===== config.mk =====
export PLATFORM = sky130hd
export DESIGN_NAME = bit_normalizer_flat
export DESIGN_NICKNAME = d
export VERILOG_FILES = /design/src/rtl/bit_normalizer_if.sv /design/src/rtl/bit_normalizer.sv /design/src/flat_wrapper.sv
export SDC_FILE = /design/constraint.sdc
export NUM_CORES = 1
export LEC_CHECK = 0
export CORE_AREA = 2 2 84 70
export DETAILED_ROUTE_END_ITERATION = 6
export DIE_AREA = 0 0 86 72
export MAX_ROUTING_LAYER = met4
export PLACE_DENSITY_LB_ADDON = 0.2
export SLEW_MARGIN = 30
export SYNTH_ARGS = -nofsm -noshare
export SYNTH_HDL_FRONTEND = slang
export SYNTH_SLANG_ARGS = --single-unit

===== constraint.sdc =====
create_clock -name Main_CLK -period 1.89 [get_ports Main_CLK]
set_input_delay 0.4725 -clock Main_CLK [delete_from_list [all_inputs] [get_ports Main_CLK]]
set_output_delay 0.4725 -clock Main_CLK [all_outputs]
set_load 0.02 [all_outputs]

===== src/rtl/bit_normalizer_if.sv =====
// Handshake and result bundle between a requester and the bit normalizer.
// The requester drives the enable/start/data; the normalizer returns the result and status.
interface bit_normalizer_if;
    logic        Module_Enable;
    logic        Start;
    logic [31:0] InputToNormalize;
    logic [7:0]  NormalizedOutput;
    logic [7:0]  ShiftNumber;
    logic        RightLeftShift_Flag;
    logic        Zero_Flag;
    logic        Busy;
    logic        Valid_Output;

    modport master (
        output Module_Enable, Start, InputToNormalize,
        input  NormalizedOutput, ShiftNumber, RightLeftShift_Flag, Zero_Flag, Busy, Valid_Output
    );

    modport slave (
        input  Module_Enable, Start, InputToNormalize,
        output NormalizedOutput, ShiftNumber, RightLeftShift_Flag, Zero_Flag, Busy, Valid_Output
    );
endinterface


===== src/rtl/bit_normalizer.sv =====
// Reduces a 32-bit unsigned value to an 8-bit value with bit 7 set, one shift per clock,
// reporting shift count and direction so the companion shifter can rebuild the value.
module bit_normalizer (
    input  logic             Main_CLK,
    input  logic             Reset_n,
    bit_normalizer_if.slave  bus
);

    typedef enum logic [1:0] {IDLE, SHIFT, DONE} state_t;

    state_t      state;
    state_t      state_next;
    logic [31:0] work;
    logic [7:0]  count;
    logic        right_mode;
    logic        zero_seen;
    logic        accept;
    logic        shift_end;

    assign accept    = bus.Module_Enable && bus.Start && ((state == IDLE) || (state == DONE));
    // Right mode stops once everything fits in the low byte; left mode once bit 7 is set.
    assign shift_end = (work == 32'd0) || (right_mode ? (work[31:8] == 24'd0) : work[7]);

    always_ff @(posedge Main_CLK or negedge Reset_n) begin
        if (!Reset_n) begin
            state <= IDLE;
        end else begin
            state <= state_next;
        end
    end

    always_comb begin
        state_next = state;
        if (!bus.Module_Enable) begin
            state_next = IDLE;
        end else begin
            case (state)
                IDLE:    if (bus.Start) state_next = SHIFT;
                SHIFT:   if (shift_end) state_next = DONE;
                DONE:    if (bus.Start) state_next = SHIFT;
                default: state_next = IDLE;
            endcase
        end
    end

    always_ff @(posedge Main_CLK or negedge Reset_n) begin
        if (!Reset_n) begin
            work       <= 32'd0;
            count      <= 8'd0;
            right_mode <= 1'b0;
            zero_seen  <= 1'b0;
        end else if (!bus.Module_Enable) begin
            work       <= 32'd0;
            count      <= 8'd0;
            right_mode <= 1'b0;
            zero_seen  <= 1'b0;
        end else if (accept) begin
            work       <= bus.InputToNormalize;
            count      <= 8'd0;
            right_mode <= (bus.InputToNormalize[31:8] != 24'd0);
            zero_seen  <= 1'b0;
        end else if (state == SHIFT) begin
            if (!shift_end) begin
                work  <= right_mode ? {1'b0, work[31:1]} : {work[30:0], 1'b0};
                count <= count + 8'd1;
            end else if (work == 32'd0) begin
                zero_seen <= 1'b1;
            end
        end
    end

    always_comb begin
        bus.Busy                = (state == SHIFT);
        bus.Valid_Output        = (state == DONE);
        bus.NormalizedOutput    = (state == DONE) ? work[7:0] : 8'hFF;
        bus.ShiftNumber         = count;
        bus.RightLeftShift_Flag = right_mode;
        bus.Zero_Flag           = zero_seen;
    end

endmodule


===== src/flat_wrapper.sv =====
// flat-port wrapper written by rule: the top's interface ports become plain ports
module bit_normalizer_flat 
  (Main_CLK, Reset_n, bus_Module_Enable, bus_Start, bus_InputToNormalize, bus_NormalizedOutput, bus_ShiftNumber, bus_RightLeftShift_Flag, bus_Zero_Flag, bus_Busy, bus_Valid_Output);
  bit_normalizer_if bus_i ();
  input  logic Main_CLK;
  input  logic Reset_n;
  input wire logic [$bits(bus_i.Module_Enable)-1:0] bus_Module_Enable;
  input wire logic [$bits(bus_i.Start)-1:0] bus_Start;
  input wire logic [$bits(bus_i.InputToNormalize)-1:0] bus_InputToNormalize;
  output wire logic [$bits(bus_i.NormalizedOutput)-1:0] bus_NormalizedOutput;
  output wire logic [$bits(bus_i.ShiftNumber)-1:0] bus_ShiftNumber;
  output wire logic [$bits(bus_i.RightLeftShift_Flag)-1:0] bus_RightLeftShift_Flag;
  output wire logic [$bits(bus_i.Zero_Flag)-1:0] bus_Zero_Flag;
  output wire logic [$bits(bus_i.Busy)-1:0] bus_Busy;
  output wire logic [$bits(bus_i.Valid_Output)-1:0] bus_Valid_Output;
  assign bus_i.Module_Enable = bus_Module_Enable;
  assign bus_i.Start = bus_Start;
  assign bus_i.InputToNormalize = bus_InputToNormalize;
  assign bus_NormalizedOutput = bus_i.NormalizedOutput;
  assign bus_ShiftNumber = bus_i.ShiftNumber;
  assign bus_RightLeftShift_Flag = bus_i.RightLeftShift_Flag;
  assign bus_Zero_Flag = bus_i.Zero_Flag;
  assign bus_Busy = bus_i.Busy;
  assign bus_Valid_Output = bus_i.Valid_Output;
  bit_normalizer u_core (.Main_CLK(Main_CLK), .Reset_n(Reset_n), .bus(bus_i));
endmodule

After elaboration in Yosys (flattened, before gate mapping)
Cells that the tools add are included.
{"block": "classes", "eq_ne": 9, "muxes": 22, "n_reduce_logical": 12, "n_addsub": 1}
{"op": "$mux 32", "n": 5}
{"op": "$mux 8", "n": 5}
{"op": "$logic_not 32->1", "n": 1}
{"op": "$logic_not 24->1", "n": 1}
{"op": "$reduce_bool 24->1", "n": 1}
{"op": "$ne 3x1->1 const B", "n": 3}
{"op": "$ne 3x2->1 const B", "n": 3}
{"op": "$add 8x1->8 const B", "n": 1}
{"op": "$mux 1", "n": 8}
{"op": "$mux 2", "n": 3}
{"op": "$pmux 2 s2", "n": 1}
{"op": "$reduce_and 2->1", "n": 2}
{"op": "$reduce_and 3->1", "n": 1}
{"op": "$eq 2x1->1 const B", "n": 1}
{"op": "$eq 2x2->1 const B", "n": 1}
{"op": "$logic_and 1x1->1", "n": 2}
{"op": "$logic_not 2->1", "n": 1}
{"op": "$logic_or 1x1->1", "n": 2}
{"op": "$ne 2x1->1 const B", "n": 1}
{"op": "$reduce_or 2->1", "n": 1}
{"block": "word_totals", "output_inout_bits": 20, "reg_bits": 44, "wordCells": 49}

Depth between registers and ports, before layout
Gate-level depths: netlist of the first run.
{"block": "logic_depth", "word_depth": 7, "depth_mapped": 8, "mapped_depth_nobuf": 6}

Worst setup path after synthesis of the first run
OpenSTA, ideal clock, no wires.
{"block": "synth_timing", "kind": "register -> register", "start": "reg u_core.work[3]", "end": "reg u_core.work[8]", "setup_time_ns": 0.121, "path_buffers": 1, "required_ns": 1.769, "stages_incl_launch_ff": 7, "setup_slack_ns": 0.205, "t_arrival_ns": 1.564, "path_cell_list": "dfrtp_1 nor4_2 a21oi_1 o31a_1 clkbuf_1 o211ai_1 nand2_1"}
{"block": "synth_between", "elab_chain_len": 4}
{"item": "start: declaration", "line_no": "bit_normalizer.sv:13", "rtl": "logic [31:0] work;"}
{"item": "start signal: assignment", "line_no": "bit_normalizer.sv:58", "rtl": "work <= bus.InputToNormalize;"}
{"item": "start signal: assignment", "line_no": "bit_normalizer.sv:64", "rtl": "work <= right_mode ? {1'b0, work[31:1]} : {work[30:0], 1'b0};"}
{"item": "$logic_not 32->1", "line_no": "bit_normalizer.sv:22", "rtl": "assign shift_end = (work == 32'd0) || (right_mode ? (work[31:8] == 24'd0) : work[7]);"}
{"item": "$logic_or 1x1->1", "line_no": "bit_normalizer.sv:22"}
{"item": "$ne 3x2->1 (no line)"}
{"item": "$reduce_and 2->1 (no line)"}
Every way passes these cells.
A chain may end at the register's enable or synchronous reset.

Worst setup path after layout of the first run
{"block": "layout_timing", "start": "reg u_core.work[3]", "end": "reg u_core.work[13]"}
Same word-level chain as after synthesis.

==> impl_metrics.csv, run 1 <==
group,metric,value,unit
global_routing,grt_pass1_vias,2562,
global_routing,grt_max_degree,45,
setup_path,slowest_stage,"dfrtp_1",
clock_network,cts_tree,"yes",
die,dieArea,6190,µm²
layout,diodes,0,
timing,setup_viol,1,
yosys,netlist_area,2720,µm²
global_routing,top_usage_layer,"met2",
die,die_y,72,µm
yosys,yosys.area.top_type,"dfrtp_1",
setup_path,crit_family,"simple AND/OR/NAND/NOR gates",
timing,setup_ws,-10.8,ps
setup_path,worstPathRequired,2070,ps
setup_path,worst_ep_arrival_time,2080,ps
clock_network,clock-sinks,44,
yosys,synth_area_leaders,"dfrtp_1 41%, mux2_2 9.1%, nor3_1 5.9%",
global_routing,grt_first_pass_wirelength,12.6,mm
global_routing,met3_usage,0.0501,
clock_network,clk_latency,310,ps
yosys,yosysWarningCount,0,
detailed_routing,wire_per_inst,17.8,µm
timing,fmax,526,MHz
timing,maxSlewViolCount,0,
yosys,synth_nets,355,
timing,fin_skew,9.30,ps
clock_network,cts-root-buf,"clkbuf_8",
timing,rsz0062_at_grt,"yes",
global_routing,grt_util_all_layers,0.264,
yosys,synthFlopType,"dfrtp_1",
global_routing,met2_usage,0.383,
yosys,yosysSeqAreaShare,0.405,
setup_path,rrSetupSlack,-10,ps
clock_network,cts_buffers,5,
timing,max_slew.worst_pin.slew,575,ps
placed_design,place_area,3480,µm²
outcome,status,"finished, violations left",
pwr,peakVddDrop,0.671,mV
pwr,cellLeakagePower,1.52,nW
detailed_routing,drtAntennaViolNets,0,
die,rows,24,
placed_design,portBuffers,55,
timing,slew_headroom,0.617,
setup_path,path_class,"reg -> reg",
yosys,synth_edf_count,0,
global_routing,grt_antenna_before_repair,0,
min_path,min_path_type,"in -> async",
timing,hold_viol_final,0,
die,ios,56,
yosys,synth-seq-cells,44,
detailed_routing,vias,2802,
placed_design,place_hpwl,5.38,mm
yosys,synthCells,318,
detailed_routing,avgViaCountPerCell,6.16,
detailed_routing,drt-pass1-iter-count,5,
clock_network,cts_max_path_buffers,2,
layout,final_area,3790,µm²
detailed_routing,finalWirelength,8.09,mm
yosys,ys_async_sr_fraction,1.00,
global_routing,grt_overflow,0,
setup_path,cp_num_buf_inv,1,
clock_network,h-tree-depth,2,
layout,num-fill-cells,387,
pwr,power_density,865,nW/µm²
die,start_util,0.511,
yosys,synth.distinct_cells,38,
setup_path,path_cells,"nor4_4 -> a21oi_2 -> o31a_1 -> buf_4 -> nor3_1 -> a31oi_2",
yosys,synth_top_area_frac,0.405,
yosys,synth.avg_cell_area,8.54,µm²
timing,tns,-10.8,ps
global_routing,use_met1,0.378,
run,maxCapViolCount,0,
outcome,violations,"setup timing",
detailed_routing,drc,0,
setup_path,critPathCaptureType,"flop",
setup_path,cpPeakStageDelay,420,ps
pwr,finalPower,0.00328,W
setup_path,cp_max_fo,24,
layout,regArea,1100,µm²
yosys,ys_top_cells_by_count,"44 x dfrtp_1, 37 x nand2_1, 32 x nor3_1, 27 x nand3_1, 23 x a31oi_1",
layout,multi_input_comb_area,1660,µm²
die,die_w,86,µm
yosys,yosysMostFrequentCell,"dfrtp_1",
setup_path,critPathLaunchType,"flop",
placed_design,place_congestion,0.924,
layout,final_nets,428,
layout,area_growth,39.6,%
clock_network,path_clk_slew,80,ps
die,core,5320,µm²
detailed_routing,drtIter0Drc,188,
layout,drive_gt1_frac,0.277,
timing,period_needed,1900,ps
timing,min_period_over_period,1.01,
clock_network,hold_buffers,0,
cell type report:
| cell class | count | area share |
|---|---|---|
| clock buffer | 5 | 0.0181 |
| sequential | 44 | 0.291 |
| tap | 65 | 0.0214 |
| inverter | 3 | 0.00297 |
| timing repair buffer | 95 | 0.219 |
| multi-input combinational | 242 | 0.439 |
| clock inverter | 1 | 0.00792 |
where the power goes:
| group | leakage (nW) | switching [W] | internal [W] |
|---|---|---|---|
| Clock | 0.0501 | 0.000316 | 0.000380 |
| Combinational | 0.912 | 0.000603 | 0.000642 |
| Sequential | 0.553 | 0.000225 | 0.00112 |
worst paths after layout:
path	end	cells after the start	start
worst max register to register	u_core.work[13]$_DFFE_PN0P_	6	u_core.work[3]$_DFFE_PN0P_
worst min register to register	u_core.bus.Zero_Flag$_DFFE_PN0P_	2	u_core.bus.Zero_Flag$_DFFE_PN0P_
worst min-delay path	u_core.bus.ShiftNumber[6]$_DFFE_PN0P_	2	Reset_n
worst max-delay path	u_core.work[13]$_DFFE_PN0P_	6	u_core.work[3]$_DFFE_PN0P_
min in group Main_CLK	u_core.bus.Zero_Flag$_DFFE_PN0P_	2	u_core.bus.Zero_Flag$_DFFE_PN0P_
max in group asynchronous	u_core.work[14]$_DFFE_PN0P_	2	Reset_n
placed cells by master (no fill, tap or decap), types with 5 or more instances in the layout:
cell type / instances
nor2_1: 13
nand3_1: 27
mux2i_1: 7
clkdlybuf4s50_1: 41
clkbuf_2: 5
nor3_1: 26
a22oi_1: 7
a31oi_1: 13
nand2_1: 37
a21oi_2: 5
nand4_1: 6
a21oi_1: 10
mux2_2: 22
nor3_2: 6
buf_4: 38
clkbuf_8: 5
nand2b_1: 10
nor4_1: 9
dfrtp_1: 41
a31oi_2: 8
cells by family after synthesis:
family | after synthesis | share of synthesized area
fa+ha+maj | 1 | 0.00461
compound gates | 57 | 0.132
xor+xnor | 1 | 0.00322
mux | 29 | 0.117
buf+inv | 32 | 0.0521
simple gates | 154 | 0.286
flops | 44 | 0.405
through the flow:
step	utilization	cells	hold slack [ps]	setup slack (ps)
detailed placement	0.655	443	500	-6.98
floorplan	-	318	177	205
CTS	0.674	449	271	15.1
global placement	0.655	443	490	-8.39
global route	0.714	455	301	-82.9
finish	0.714	455	248	-10.8
timing repair:
action | CTS | global route
setup buffers | 0 | 4
endpoints found under the setup margin | 23 | 52
pin swaps | 0 | 2
cloned | 0 | 2
gates resized for setup | 14 | 49
worst register-to-register path, cell delays in order (launching register included):
cell,delay [ps]
dfrtp_1,420
nor4_4,350
a21oi_2,140
o31a_1,310
buf_4,240
nor3_1,250
a31oi_2,70
per-layer routing:
metal	wire, µm	up-vias
met1	3790	1363
met5	0	-
li1	-	1318
met2	3620	109
met3	555	12
met4	119	0
sequential cells by signal, indices dropped and copies added, names as in the netlist:
name / count
u_core.state: 2
u_core.work: 32
u_core.bus.RightLeftShift_Flag: 1
u_core.bus.Zero_Flag: 1
u_core.bus.ShiftNumber: 8
(Power assumes the default switching activity.)
==> run 2: changes to the inputs <==
--- a/config.mk
+++ b/config.mk
@@ -5,11 +5,12 @@
 export SDC_FILE = /design/constraint.sdc
 export NUM_CORES = 1
 export LEC_CHECK = 0
-export CORE_AREA = 2 2 84 70
+export CORE_AREA = 2 2 90 75
 export DETAILED_ROUTE_END_ITERATION = 6
-export DIE_AREA = 0 0 86 72
+export DIE_AREA = 0 0 92 77
 export MAX_ROUTING_LAYER = met4
 export PLACE_DENSITY_LB_ADDON = 0.2
+export SETUP_SLACK_MARGIN = 0.2
 export SLEW_MARGIN = 30
 export SYNTH_ARGS = -nofsm -noshare
 export SYNTH_HDL_FRONTEND = slang
==> run 2 against run 1 <==
Against the previous run: the flow still finishes with violations (setup timing); final area up 9.8%; register-to-register slack about the same; via count increased by 3.1%; sequential power about the same; clock power is 14% higher; worst hold slack got worse by 2.0 ps; fmax down 0.68%; clock skew is essentially flat; first-iteration DRC count shrank 3.2%; setup slack got worse by 13 ps; critical path type unchanged; largest cell class unchanged.
==> impl_metrics.csv, run 2 (synthesized netlist as in run 1, its figures left out) <==
group,metric,value,unit
outcome,status,"finished, violations left",
outcome,violations,"setup timing",
clock_network,cts-root-buf,"clkbuf_8",
die,ios,56,
global_routing,grt_first_pass_wirelength,13.9,mm
timing,setup_viol,12,
pwr,p_sw_frac,0.335,
pwr,clkPwrFrac,0.220,
timing,rsz0062_at_grt,"yes",
timing,maxSlewViolCount,0,
clock_network,cts_buffers,5,
layout,drive_gt1_frac,0.354,
clock_network,clk_latency,300,ps
global_routing,grt_pass1_vias,2767,
layout,final_area,4170,µm²
pwr,switching_power,0.00121,W
global_routing,grt_max_degree,45,
placed_design,place_hpwl,5.63,mm
detailed_routing,drtIter0Drc,182,
global_routing,grt_overflow,0,
layout,area_growth,53.3,%
die,start_util,0.439,
die,die_y,77,µm
timing,fin_skew,9.10,ps
detailed_routing,finalWirelength,8.69,mm
layout,regMostFlops,"u_core.work",
detailed_routing,vias,2889,
detailed_routing,drt-pass1-iter-count,4,
pwr,seq_power_share,0.363,
layout,num-fill-cells,505,
min_path,min_path_type,"in -> async",
timing,min_period_over_period,1.01,
timing,setup_ws,-23.8,ps
die,rows,26,
setup_path,path_class,"reg -> reg",
die,die_w,92,µm
timing,hold_viol_final,0,
clock_network,cts_tree,"yes",
pwr,pwr-share-comb,0.417,
clock_network,hold_buffers,0,
timing,hold_ws,246,ps
clock_network,path_clk_slew,90,ps
die,dieArea,7080,µm²
layout,diodes,0,
pwr,power_density,865,nW/µm²
setup_path,critPathLaunchType,"flop",
setup_path,cp_max_fo,8,
setup_path,reg2reg_depth,7,
placed_design,place_area,3640,µm²
timing,fmax,523,MHz
clock_network,h-tree-depth,2,
timing,slew_headroom,0.607,
layout,largest_register_ffs,32,
placed_design,portBuffers,55,
timing,max_slew.worst_pin.slew,589,ps
placed_design,dp_slack,-109,ps
pwr,peakVddDrop,0.459,mV
layout,final_nets,449,
timing,tns,-103,ps
global_routing,grt_antenna_before_repair,0,
placed_design,dpl.cell_count,478,
setup_path,worst_ep_arrival_time,2130,ps
layout,mostFrequentLayoutCells,"46 x buf_4, 42 x dfrtp_1, 35 x nand2_1",
detailed_routing,wire_per_inst,17.5,µm
setup_path,worstPathRequired,2110,ps
run,maxCapViolCount,0,
die,core,6180,µm²
detailed_routing,avgViaCountPerCell,5.81,
layout,final_common_cell,"buf_4",
placed_design,place_congestion,0.892,
setup_path,critPathCaptureType,"flop",
pwr,p_int,0.00240,W
clock_network,cts_max_path_buffers,2,
clock_network,clock-sinks,44,
layout,instances_no_fill,497,
detailed_routing,drc,0,
detailed_routing,drtAntennaViolNets,0,
global_routing,grt_util_all_layers,0.250,
pwr,cellLeakagePower,1.72,nW
timing,period_needed,1910,ps
-- run 2: area by class of cell --
type	count	area (µm²)	area share
multi-input cells	242	1740	0.418
flip-flops and latches	44	1100	0.265
repair buffers	116	1080	0.259
well taps	84	105	0.0252
clock buffers	7	96.3	0.0231
clock inverters	1	30.0	0.00721
inverters	3	11.3	0.00270
-- run 2: stage by stage --
stage	utilization	power [W]
3_5_place_dp	0.589	0.00252
4_1_cts	0.642	0.00345
3_3_place_gp	0.589	0.00250
2_1_floorplan	-	0.00196
5_1_grt	0.674	0.00379
6_report	0.674	0.00360
-- run 2: metal layers --
layer | share of wire | track usage | up-vias | routed length, µm
met2 | 0.47 | 0.371 | 101 | 4090
met4 | 0.011 | 0.0582 | 0 | 95
met3 | 0.056 | 0.0432 | 11 | 483
li1 | - | - | 1358 | -
met5 | 0 | - | - | 0
met1 | 0.46 | 0.360 | 1419 | 4020
-- run 2: timing repair --
item	4_1_cts	5_1_grt
buffers inserted	4	5
setup endpoints to repair	62	54
gates cloned	2	0
pin swaps	12	9
gates resized for setup	100	32
-- run 2: worst max-delay path, stage by stage, from the launching register on --
cell and delay [ps]:
dfrtp_1 410, nor4_2 340, nand2_1 160, buf_6 150
o31ai_4 310, nand2_2 130, buf_4 190, a21oi_1 140
-- run 2: path summary, 6_finish.rpt --
check / end / slack, ps / start
min: u_core.work[21]$_DFFE_PN0P_ / 250 / Reset_n
min in group Main_CLK: u_core.bus.Zero_Flag$_DFFE_PN0P_ / 520 / u_core.bus.Zero_Flag$_DFFE_PN0P_
max in group asynchronous: u_core.bus.RightLeftShift_Flag$_DFFE_PN0N_ / 1200 / Reset_n
max: u_core.work[2]$_DFFE_PN0P_ / -20 / u_core.work[26]$_DFFE_PN0P_
max reg2reg: u_core.work[2]$_DFFE_PN0P_ / -20 / u_core.work[26]$_DFFE_PN0P_
min reg2reg: u_core.bus.Zero_Flag$_DFFE_PN0P_ / 520 / u_core.bus.Zero_Flag$_DFFE_PN0P_
-- run 2: power by group through the flow --
stage / clock, W / combinational [W] / sequential [W]
after floorplan: 0 / 0.000682 / 0.00128
after global placement: 0 / 0.00123 / 0.00127
after detailed placement: 0 / 0.00125 / 0.00127
after CTS: 0.000802 / 0.00138 / 0.00127
after global routing: 0.000843 / 0.00161 / 0.00133
final: 0.000793 / 0.00150 / 0.00131
==> run 3: changes to the inputs <==
--- a/config.mk
+++ b/config.mk
@@ -8,6 +8,7 @@
 export CORE_AREA = 2 2 90 75
 export DETAILED_ROUTE_END_ITERATION = 6
 export DIE_AREA = 0 0 92 77
+export DONT_BUFFER_PORTS = 1
 export MAX_ROUTING_LAYER = met4
 export PLACE_DENSITY_LB_ADDON = 0.2
 export SETUP_SLACK_MARGIN = 0.2
==> run 3 against run 2 <==
Against the previous run: worst hold slack lost 240 ps; largest power group is now registers; flip-flop and latch count unchanged; first-iteration DRC count decreased by 37%; the run now ends clean; setup slack better by 35 ps; register-to-register slack improved by 30 ps; highest routed layer unchanged; global-route usage decreased by 1.2 points; clock skew fell by 3.8 ps; largest cell class unchanged; non-clock buffer count is 67 lower; via count decreased by 9.4%; sequential share of layout area grew 5.2 points; clock power shrank 28%.
==> impl_metrics.csv, run 3 (synthesized netlist as in run 1, its figures left out) <==
group,metric,value,unit
global_routing,grt_pass1_vias,2585,
global_routing,grt_overflow,0,
die,die_w,92,µm
layout,num-fill-cells,573,
global_routing,grt_max_degree,45,
clock_network,cts_buffers,5,
global_routing,met2_usage,0.356,
setup_path,slowest_stage,"dfrtp_1",
layout,drive_gt1_frac,0.342,
global_routing,met3_usage,0.0403,
setup_path,critPathCaptureType,"flop",
pwr,power_density,894,nW/µm²
global_routing,grt_util_all_layers,0.238,
layout,regMostFlops,"u_core.work",
setup_path,cp_num_buf_inv,2,
pwr,finalPower,0.00311,W
setup_path,cp_max_fo,13,
pwr,cellLeakagePower,1.37,nW
detailed_routing,drc,0,
layout,mostFrequentLayoutCells,"43 x dfrtp_1, 37 x nand2_1, 29 x buf_4",
placed_design,place_congestion,0.789,
die,core,6180,µm²
clock_network,cts_max_path_buffers,2,
clock_network,path_clk_slew,80,ps
timing,maxSlewViolCount,0,
detailed_routing,finalWirelength,8.24,mm
layout,largest_register_ffs,32,
clock_network,h-tree-depth,2,
placed_design,dp_slack,-37.7,ps
setup_path,rrSetupSlack,10,ps
setup_path,path_cells,"nor4_1 -> nand2_1 -> buf_4 -> o31ai_4 -> nand2_2 -> buf_6 -> a31oi_1",
global_routing,grt_first_pass_wirelength,13.1,mm
die,rows,26,
setup_path,cpPeakStageDelay,420,ps
global_routing,top_usage_layer,"met2",
timing,max_slew.worst_pin.slew,427,ps
detailed_routing,drtIter0Drc,115,
pwr,peakVddDrop,0.357,mV
timing,fmax,532,MHz
timing,rsz0062_at_grt,"yes",
detailed_routing,avgViaCountPerCell,6.10,
layout,multi_input_comb_area,1690,µm²
layout,regArea,1100,µm²
placed_design,dpl.cell_count,411,
detailed_routing,vias,2618,
timing,min_period_over_period,0.994,
die,dieArea,7080,µm²
global_routing,use_met1,0.341,
layout,final_nets,382,
die,ios,56,
timing,setup_viol,0,
clock_network,clk_latency,300,ps
setup_path,worst_ep_arrival_time,2100,ps
layout,area_growth,27.9,%
timing,hold_ws,3.90,ps
layout,instances_no_fill,429,
clock_network,clock-sinks,44,
detailed_routing,wire_per_inst,19.2,µm
timing,setup_ws,10.9,ps
detailed_routing,drt-pass1-iter-count,4,
layout,diodes,0,
setup_path,worstPathRequired,2110,ps
setup_path,crit_family,"simple AND/OR/NAND/NOR gates",
detailed_routing,drtAntennaViolNets,0,
placed_design,place_hpwl,5.05,mm
timing,period_needed,1880,ps
clock_network,cts_tree,"yes",
layout,final_common_cell,"dfrtp_1",
min_path,min_path_type,"in -> async",
run,maxCapViolCount,0,
die,die_y,77,µm
setup_path,critPathLaunchType,"flop",
die,start_util,0.439,
timing,hold_viol_final,0,
placed_design,portBuffers,0,
clock_network,cts-root-buf,"clkbuf_8",
timing,slew_headroom,0.715,
outcome,status,"finished clean",
setup_path,path_class,"reg -> reg",
timing,fin_skew,5.30,ps
global_routing,grt_antenna_before_repair,0,
[run 3: cell type report]
class | count | share of cell area
Multi-Input combinational cell | 242 | 0.487
Sequential cell | 44 | 0.317
Timing Repair Buffer | 49 | 0.140
Tap cell | 84 | 0.0303
Clock buffer | 6 | 0.0209
Inverter | 3 | 0.00324
Clock inverter | 1 | 0.00144
[run 3: through the flow]
stage               utilization  TNS, ps  instance area, µm²
finish                    0.562        0                3470
global route              0.562    -1880                3470
CTS                       0.534        0                3300
detailed placement        0.484     -118                2990
global placement          0.484    -33.0                2990
floorplan                     -        0                2720
[run 3: repair_timing]
action,in CTS,in global routing
hold endpoints to repair,44,0
resized for setup,33,34
setup endpoints to repair,51,52
buffers inserted,5,3
pin swaps,5,4
hold buffers,1,0
cloned,2,0
[run 3: worst paths after layout]
kind,from,endpoint,cells after the start
hold reg to reg,u_core.work[31]$_DFFE_PN0P_,u_core.work[31]$_DFFE_PN0P_,2
max in group asynchronous,Reset_n,u_core.bus.RightLeftShift_Flag$_DFFE_PN0N_,1
setup reg to reg,u_core.work[25]$_DFFE_PN0P_,u_core.work[21]$_DFFE_PN0P_,7
hold / removal,Reset_n,u_core.work[21]$_DFFE_PN0P_,1
setup / recovery,u_core.work[25]$_DFFE_PN0P_,u_core.work[21]$_DFFE_PN0P_,7
min in group Main_CLK,bus_Module_Enable,u_core.state[0]$_DFFE_PN0P_,2
[run 3: report_power, final]
part / internal (W) / switching [W] / leakage [nW]
clock: 0.000252 / 0.000320 / 0.0410
sequential: 0.00111 / 0.000206 / 0.556
combinational: 0.000633 / 0.000580 / 0.770
[run 3: routing by layer]
metal  part of all wire  vias up
li1                   -     1224
met1               0.45     1303
met2               0.48       81
met3              0.061       10
met4              0.010        0
met5                  0        -
